===== config.mk =====
export PLATFORM = sky130hd
export DESIGN_NAME = mc_ctrl
export DESIGN_NICKNAME = d
export VERILOG_FILES = /design/src/rtl/mc_ctrl.sv
export SDC_FILE = /design/constraint.sdc
export NUM_CORES = 1
export LEC_CHECK = 0
export ABC_CLOCK_PERIOD_IN_PS = 2100
export CELL_PAD_IN_SITES_DETAIL_PLACEMENT = 1
export CELL_PAD_IN_SITES_GLOBAL_PLACEMENT = 1
export CORE_UTILIZATION = 26
export DETAILED_ROUTE_END_ITERATION = 10
export PLACE_DENSITY = 0.82
export SLEW_MARGIN = 20
export SYNTH_ARGS = -nofsm -noshare
export SYNTH_HDL_FRONTEND = slang
export SYNTH_SLANG_ARGS = --single-unit

===== constraint.sdc =====
create_clock -name clk -period 2.1 [get_ports clk]
set_input_delay 0.42 -clock clk [delete_from_list [all_inputs] [get_ports clk]]
set_output_delay 0.42 -clock clk [all_outputs]
set_load 0.05 [all_outputs]

===== src/rtl/mc_ctrl.sv =====
// rtl/mc_ctrl.sv - multicycle RV32 subset control unit (Moore FSM, 12 states)
module mc_ctrl #(
    parameter bit ILLEGAL_HALT = 1'b1
) (
    input  logic       clk,
    input  logic       rst_n,
    input  logic [6:0] op,
    input  logic [2:0] funct3,
    input  logic       funct7b5,
    input  logic       z,
    output logic       pc_write,
    output logic       adr_src,
    output logic       ir_write,
    output logic       mem_write,
    output logic       reg_write,
    output logic [1:0] result_src,
    output logic [1:0] alu_src_a,
    output logic [1:0] alu_src_b,
    output logic [2:0] alu_ctrl,
    output logic [1:0] imm_src,
    output logic       retire,
    output logic       halted
);

    localparam logic [6:0] OP_LW  = 7'b0000011;
    localparam logic [6:0] OP_SW  = 7'b0100011;
    localparam logic [6:0] OP_R   = 7'b0110011;
    localparam logic [6:0] OP_I   = 7'b0010011;
    localparam logic [6:0] OP_JAL = 7'b1101111;
    localparam logic [6:0] OP_BEQ = 7'b1100011;

    localparam logic [2:0] ALU_ADD = 3'b000;
    localparam logic [2:0] ALU_SUB = 3'b001;
    localparam logic [2:0] ALU_AND = 3'b010;
    localparam logic [2:0] ALU_OR  = 3'b011;
    localparam logic [2:0] ALU_SLT = 3'b101;

    typedef enum logic [3:0] {
        S_FETCH    = 4'd0,
        S_DECODE   = 4'd1,
        S_MEMADR   = 4'd2,
        S_MEMREAD  = 4'd3,
        S_MEMWB    = 4'd4,
        S_MEMWRITE = 4'd5,
        S_EXECR    = 4'd6,
        S_EXECI    = 4'd7,
        S_ALUWB    = 4'd8,
        S_JAL      = 4'd9,
        S_BEQ      = 4'd10,
        S_HALT     = 4'd11
    } state_t;

    state_t r_state;
    state_t w_next;
    state_t w_illegal_next;

    logic [2:0] w_alu_dec;
    logic       w_f3_ok;
    logic       w_pc_write;
    logic       w_ir_write;
    logic       w_mem_write;
    logic       w_reg_write;
    logic       w_retire;

    assign w_illegal_next = ILLEGAL_HALT ? S_HALT : S_FETCH;

    // funct3 decode for the ALU states; w_f3_ok flags the supported subset
    always_comb begin
        w_alu_dec = ALU_ADD;
        w_f3_ok   = 1'b1;
        case (funct3)
            3'b000:  w_alu_dec = (op == OP_R && funct7b5) ? ALU_SUB : ALU_ADD;
            3'b010:  w_alu_dec = ALU_SLT;
            3'b110:  w_alu_dec = ALU_OR;
            3'b111:  w_alu_dec = ALU_AND;
            default: w_f3_ok   = 1'b0;
        endcase
    end

    always_comb begin
        imm_src = 2'b00;
        case (op)
            OP_LW, OP_I: imm_src = 2'b00;
            OP_SW:       imm_src = 2'b01;
            OP_BEQ:      imm_src = 2'b10;
            OP_JAL:      imm_src = 2'b11;
            default:     imm_src = 2'b00;
        endcase
    end

    always_comb begin
        w_next = S_FETCH;
        case (r_state)
            S_FETCH:  w_next = S_DECODE;
            S_DECODE: begin
                case (op)
                    OP_LW, OP_SW: w_next = S_MEMADR;
                    OP_R:         w_next = S_EXECR;
                    OP_I:         w_next = S_EXECI;
                    OP_JAL:       w_next = S_JAL;
                    OP_BEQ:       w_next = S_BEQ;
                    default:      w_next = w_illegal_next;
                endcase
            end
            S_MEMADR:   w_next = (op == OP_SW) ? S_MEMWRITE : S_MEMREAD;
            S_MEMREAD:  w_next = S_MEMWB;
            S_MEMWB:    w_next = S_FETCH;
            S_MEMWRITE: w_next = S_FETCH;
            S_EXECR:    w_next = w_f3_ok ? S_ALUWB : w_illegal_next;
            S_EXECI:    w_next = w_f3_ok ? S_ALUWB : w_illegal_next;
            S_ALUWB:    w_next = S_FETCH;
            S_JAL:      w_next = S_ALUWB;
            S_BEQ:      w_next = S_FETCH;
            S_HALT:     w_next = S_HALT;
            default:    w_next = S_FETCH;
        endcase
    end

    always_ff @(posedge clk or negedge rst_n) begin
        if (!rst_n) begin
            r_state <= S_FETCH;
        end else begin
            r_state <= w_next;
        end
    end

    always_comb begin
        w_pc_write  = 1'b0;
        w_ir_write  = 1'b0;
        w_mem_write = 1'b0;
        w_reg_write = 1'b0;
        w_retire    = 1'b0;
        adr_src     = 1'b0;
        result_src  = 2'b00;
        alu_src_a   = 2'b00;
        alu_src_b   = 2'b00;
        alu_ctrl    = ALU_ADD;
        case (r_state)
            S_FETCH: begin
                w_ir_write = 1'b1;
                w_pc_write = 1'b1;
                alu_src_b  = 2'b10;
                result_src = 2'b10;
            end
            S_DECODE: begin
                alu_src_a = 2'b01;
                alu_src_b = 2'b01;
            end
            S_MEMADR: begin
                alu_src_a = 2'b10;
                alu_src_b = 2'b01;
            end
            S_MEMREAD: begin
                adr_src = 1'b1;
            end
            S_MEMWB: begin
                result_src  = 2'b01;
                w_reg_write = 1'b1;
                w_retire    = 1'b1;
            end
            S_MEMWRITE: begin
                adr_src     = 1'b1;
                w_mem_write = 1'b1;
                w_retire    = 1'b1;
            end
            S_EXECR: begin
                alu_src_a = 2'b10;
                alu_ctrl  = w_alu_dec;
            end
            S_EXECI: begin
                alu_src_a = 2'b10;
                alu_src_b = 2'b01;
                alu_ctrl  = w_alu_dec;
            end
            S_ALUWB: begin
                w_reg_write = 1'b1;
                w_retire    = 1'b1;
            end
            S_JAL: begin
                alu_src_a  = 2'b01;
                alu_src_b  = 2'b10;
                w_pc_write = 1'b1;
            end
            S_BEQ: begin
                alu_src_a  = 2'b10;
                alu_ctrl   = ALU_SUB;
                w_pc_write = z;
                w_retire   = 1'b1;
            end
            default: ;
        endcase
    end

    // The state register resets asynchronously to FETCH, whose enables are
    // live; gating with rst_n keeps every enable low while reset is held.
    assign pc_write  = w_pc_write  & rst_n;
    assign ir_write  = w_ir_write  & rst_n;
    assign mem_write = w_mem_write & rst_n;
    assign reg_write = w_reg_write & rst_n;
    assign retire    = w_retire    & rst_n;
    assign halted    = (r_state == S_HALT) & rst_n;

endmodule


==> results.sh <==
export IMPL_regMostFlops="r_state"
export IMPL_grt_ovfl_total=0
export IMPL_multi_input_area_um2=552
export IMPL_worst_r2r_startpoint="r_state[0]"
export IMPL_status="finished clean"
export IMPL_core_area_um2=2000
export IMPL_diodes=0
export IMPL_dpl_hpwl_um=2260
export IMPL_setup_violations=0
export IMPL_start_util_pct=28.2
export IMPL_r2r_cells=4
export IMPL_cts_sinks=4
export IMPL_cts_tree="built"
export IMPL_p_leak_uw=0.000591
export IMPL_ys_types=34
export IMPL_io_pins=32
export IMPL_tightest_slew_ns=0.551
export IMPL_cts_path_max_buffers=2
export IMPL_reg_top3="r_state x4"
export IMPL_cp_start_kind="register"
export IMPL_drt_pass1_iterations=4
export IMPL_required_ns=1.68
export IMPL_ys_seq_area_share_pct=17.7
export IMPL_dieArea_um2=2370
export IMPL_r2r_end="r_state[0]"
export IMPL_synth_seq_cells=4
export IMPL_die_y_um=48.6
export IMPL_period_share_pct=98.2
export IMPL_yosys_area_top_type="dfrtp_1"
export IMPL_cp_slowest_cell="dfrtp_2"
export IMPL_largest_register_ffs=4
export IMPL_finalHoldViolCount=0
export IMPL_cts_made_buffers=3
export IMPL_area_delta_synth_final_pct=137
export IMPL_route_detailed_drc=0
export IMPL_grt_pass1_wl_um=4760
export IMPL_antenna_found_initial=0
export IMPL_syn_num_nets=96
export IMPL_cts_max_level=1
export IMPL_vias=864
export IMPL_period_needed_ns=2.06
export IMPL_cap_violations=0
export IMPL_postSynthCellCount=82
export IMPL_syn_area_um2=566
export IMPL_async_flop_share_pct=100
export IMPL_synth_top_cell_area_share_pct=17.7
export IMPL_endpoint_kind="primary output"
export IMPL_vias_per_cell=5.65
export IMPL_stdcell_count=153
export IMPL_avgSynthCellArea_um2=6.90
export IMPL_dp_cells=149
export IMPL_yosysMostFrequentCell="nor2_1"
export IMPL_slew_violations=0
export IMPL_synth_edf_count=0
export IMPL_io_buffers=31
export IMPL_final_layout_size_suffix_gt1_share_pct=46.8
export IMPL_layout_nets=142
export IMPL_synth_area_leaders="dfrtp_1 (18%), nor2b_1 (7.7%), a21oi_1 (5.3%)"
export IMPL_critPathArrivalTime_ns=1.64
export IMPL_clk_pin_slew_ns=0.04
export IMPL_track_usage_pct=26.3
export IMPL_drt_wirelength_per_cell_um=23.3
export IMPL_dieWidth_um=48.6
export IMPL_yosys_top_cells_count="nor2_1 (8), nor2b_1 (7), a21oi_1 (6), nand2_1 (6), nor3_1 (5)"
export IMPL_synth_ff_type="dfrtp_1"
export IMPL_worstPathMaxFanout=10
export IMPL_grt_pass1_vias=904
export IMPL_critical_path_endpoint="alu_ctrl[0]"
export IMPL_place_gp_congestion=0.875
export IMPL_power_density_nw_per_um2=1440
export IMPL_n_fill_cell=219
export IMPL_row_count=16
export IMPL_cts_root_buf="clkbuf_4"
export IMPL_ir_worst_vdd_uv=1150
export IMPL_timing_worst_setup_path_type="reg -> out"
export IMPL_yosys_warnings=0
export IMPL_slew_headroom_pct=62.3
export IMPL_grt_max_degree=13
export IMPL_hp_class="in -> async"
export IMPL_clock_latency_ns=0.24
export IMPL_seq_area_um2=104
export IMPL_drt_iter0_markers=22
export IMPL_wirelength_um=3570
export IMPL_critical_path_cell_chain="nand2b_1 > o22ai_1 > o311a_1 > buf_12"
export IMPL_drtAntennaViolNets=0
export IMPL_rrSetupSlack_ns=0.51
export IMPL_startpoint="r_state[3]"
export IMPL_slowest_delay_ns=0.50
export IMPL_finClkSkew_ns=0.00468
export IMPL_max_freq_mhz=485
export IMPL_finalPower_uw=1930
[power breakdown]
group	leakage, uW	internal (uW)	switching (uW)
Clock	0.0000138	63.9	31.5
Sequential	0.0000458	119	97.2
Combinational	0.000532	701	918
Total	0.000591	884	1050
[routing by layer]
| layer | track usage (%) | up-vias | part of all wire [%] | routed length [um] |
|---|---|---|---|---|
| li1 | - | 392 | - | - |
| met5 | 0 | - | 0 | 0 |
| met4 | 4.41 | 0 | 1.3 | 48 |
| met1 | 34.5 | 433 | 43 | 1540 |
| met2 | 45.1 | 33 | 51 | 1820 |
| met3 | 4.40 | 6 | 4.3 | 155 |
[layout by cell type, fill, tap and decap left out, types with 2 or more instances in the layout]
cell type,instances
clkdlybuf4s50_1,5
buf_12,18
nand2_1,5
nor3_2,4
or2_4,2
a21oi_1,5
a21o_1,2
dfrtp_2,3
dlygate4sd2_1,4
nor2_1,8
clkbuf_4,3
nor4_4,2
dlymetal6s2s_1,4
o21a_1,2
inv_1,3
buf_4,15
nand2b_1,2
nand3_1,2
o311a_1,2
nor2b_1,6
nor3b_2,2
[timing repair]
action                     CTS  global route
setup buffers                1             0
resized for setup           11            15
pin swaps                    3             4
gates cloned                 0             0
hold buffers                 0             0
setup endpoints to repair    5             6
[final cells by class]
class / instances / share of cell area, %
Clock buffer: 3 / 1.68
Inverter: 3 / 0.839
Timing Repair Buffer: 47 / 46.1
Tap cell: 27 / 2.52
Sequential cell: 4 / 7.74
Multi-Input combinational cell: 69 / 41.1
[how the worst min path moves through the flow]
stage	start	to	slack (ns)	cells past startpoint
after floorplan	rst_n	r_state[0]	0.12	0
after global routing	rst_n	r_state[1]	0.63	3
final	rst_n	r_state[1]	0.63	3
after CTS	rst_n	r_state[0]	0.62	3
after detailed placement	r_state[2]	r_state[3]	0.66	2
after global placement	r_state[2]	r_state[3]	0.64	2
[critical path: cells and delay by family (launching register included)]
family / cells / cell delay (ns)
AO/OA/AOI/OAI: 2 / 0.49
buffers and inverters: 1 / 0.15
AND/OR/NAND/NOR: 1 / 0.26
flip-flops: 1 / 0.50
[through the flow]
step           cell area, um2  utilization, %  hold slack [ns]  TNS, ns  setup slack [ns]
3_5_place_dp             1230            61.3            0.659   -0.433            -0.167
3_3_place_gp             1230            61.3            0.640   -0.345            -0.125
6_report                 1340            67.1            0.628        0            0.0387
4_1_cts                  1280            64.2            0.622        0           0.00394
2_1_floorplan             618               -            0.124   -0.548            -0.252
5_1_grt                  1340            67.1            0.630  -0.0375           -0.0166
[kinds of logic after synthesis]
group / Yosys count / synth area share [%]
AO/OA/AOI/OAI: 22 / 27.7
XOR/XNOR: 1 / 1.55
buffers and inverters: 9 / 6.86
flip-flops: 4 / 17.7
AND/OR/NAND/NOR: 46 / 46.2
Note: power is estimated with default switching activity, not from simulation.
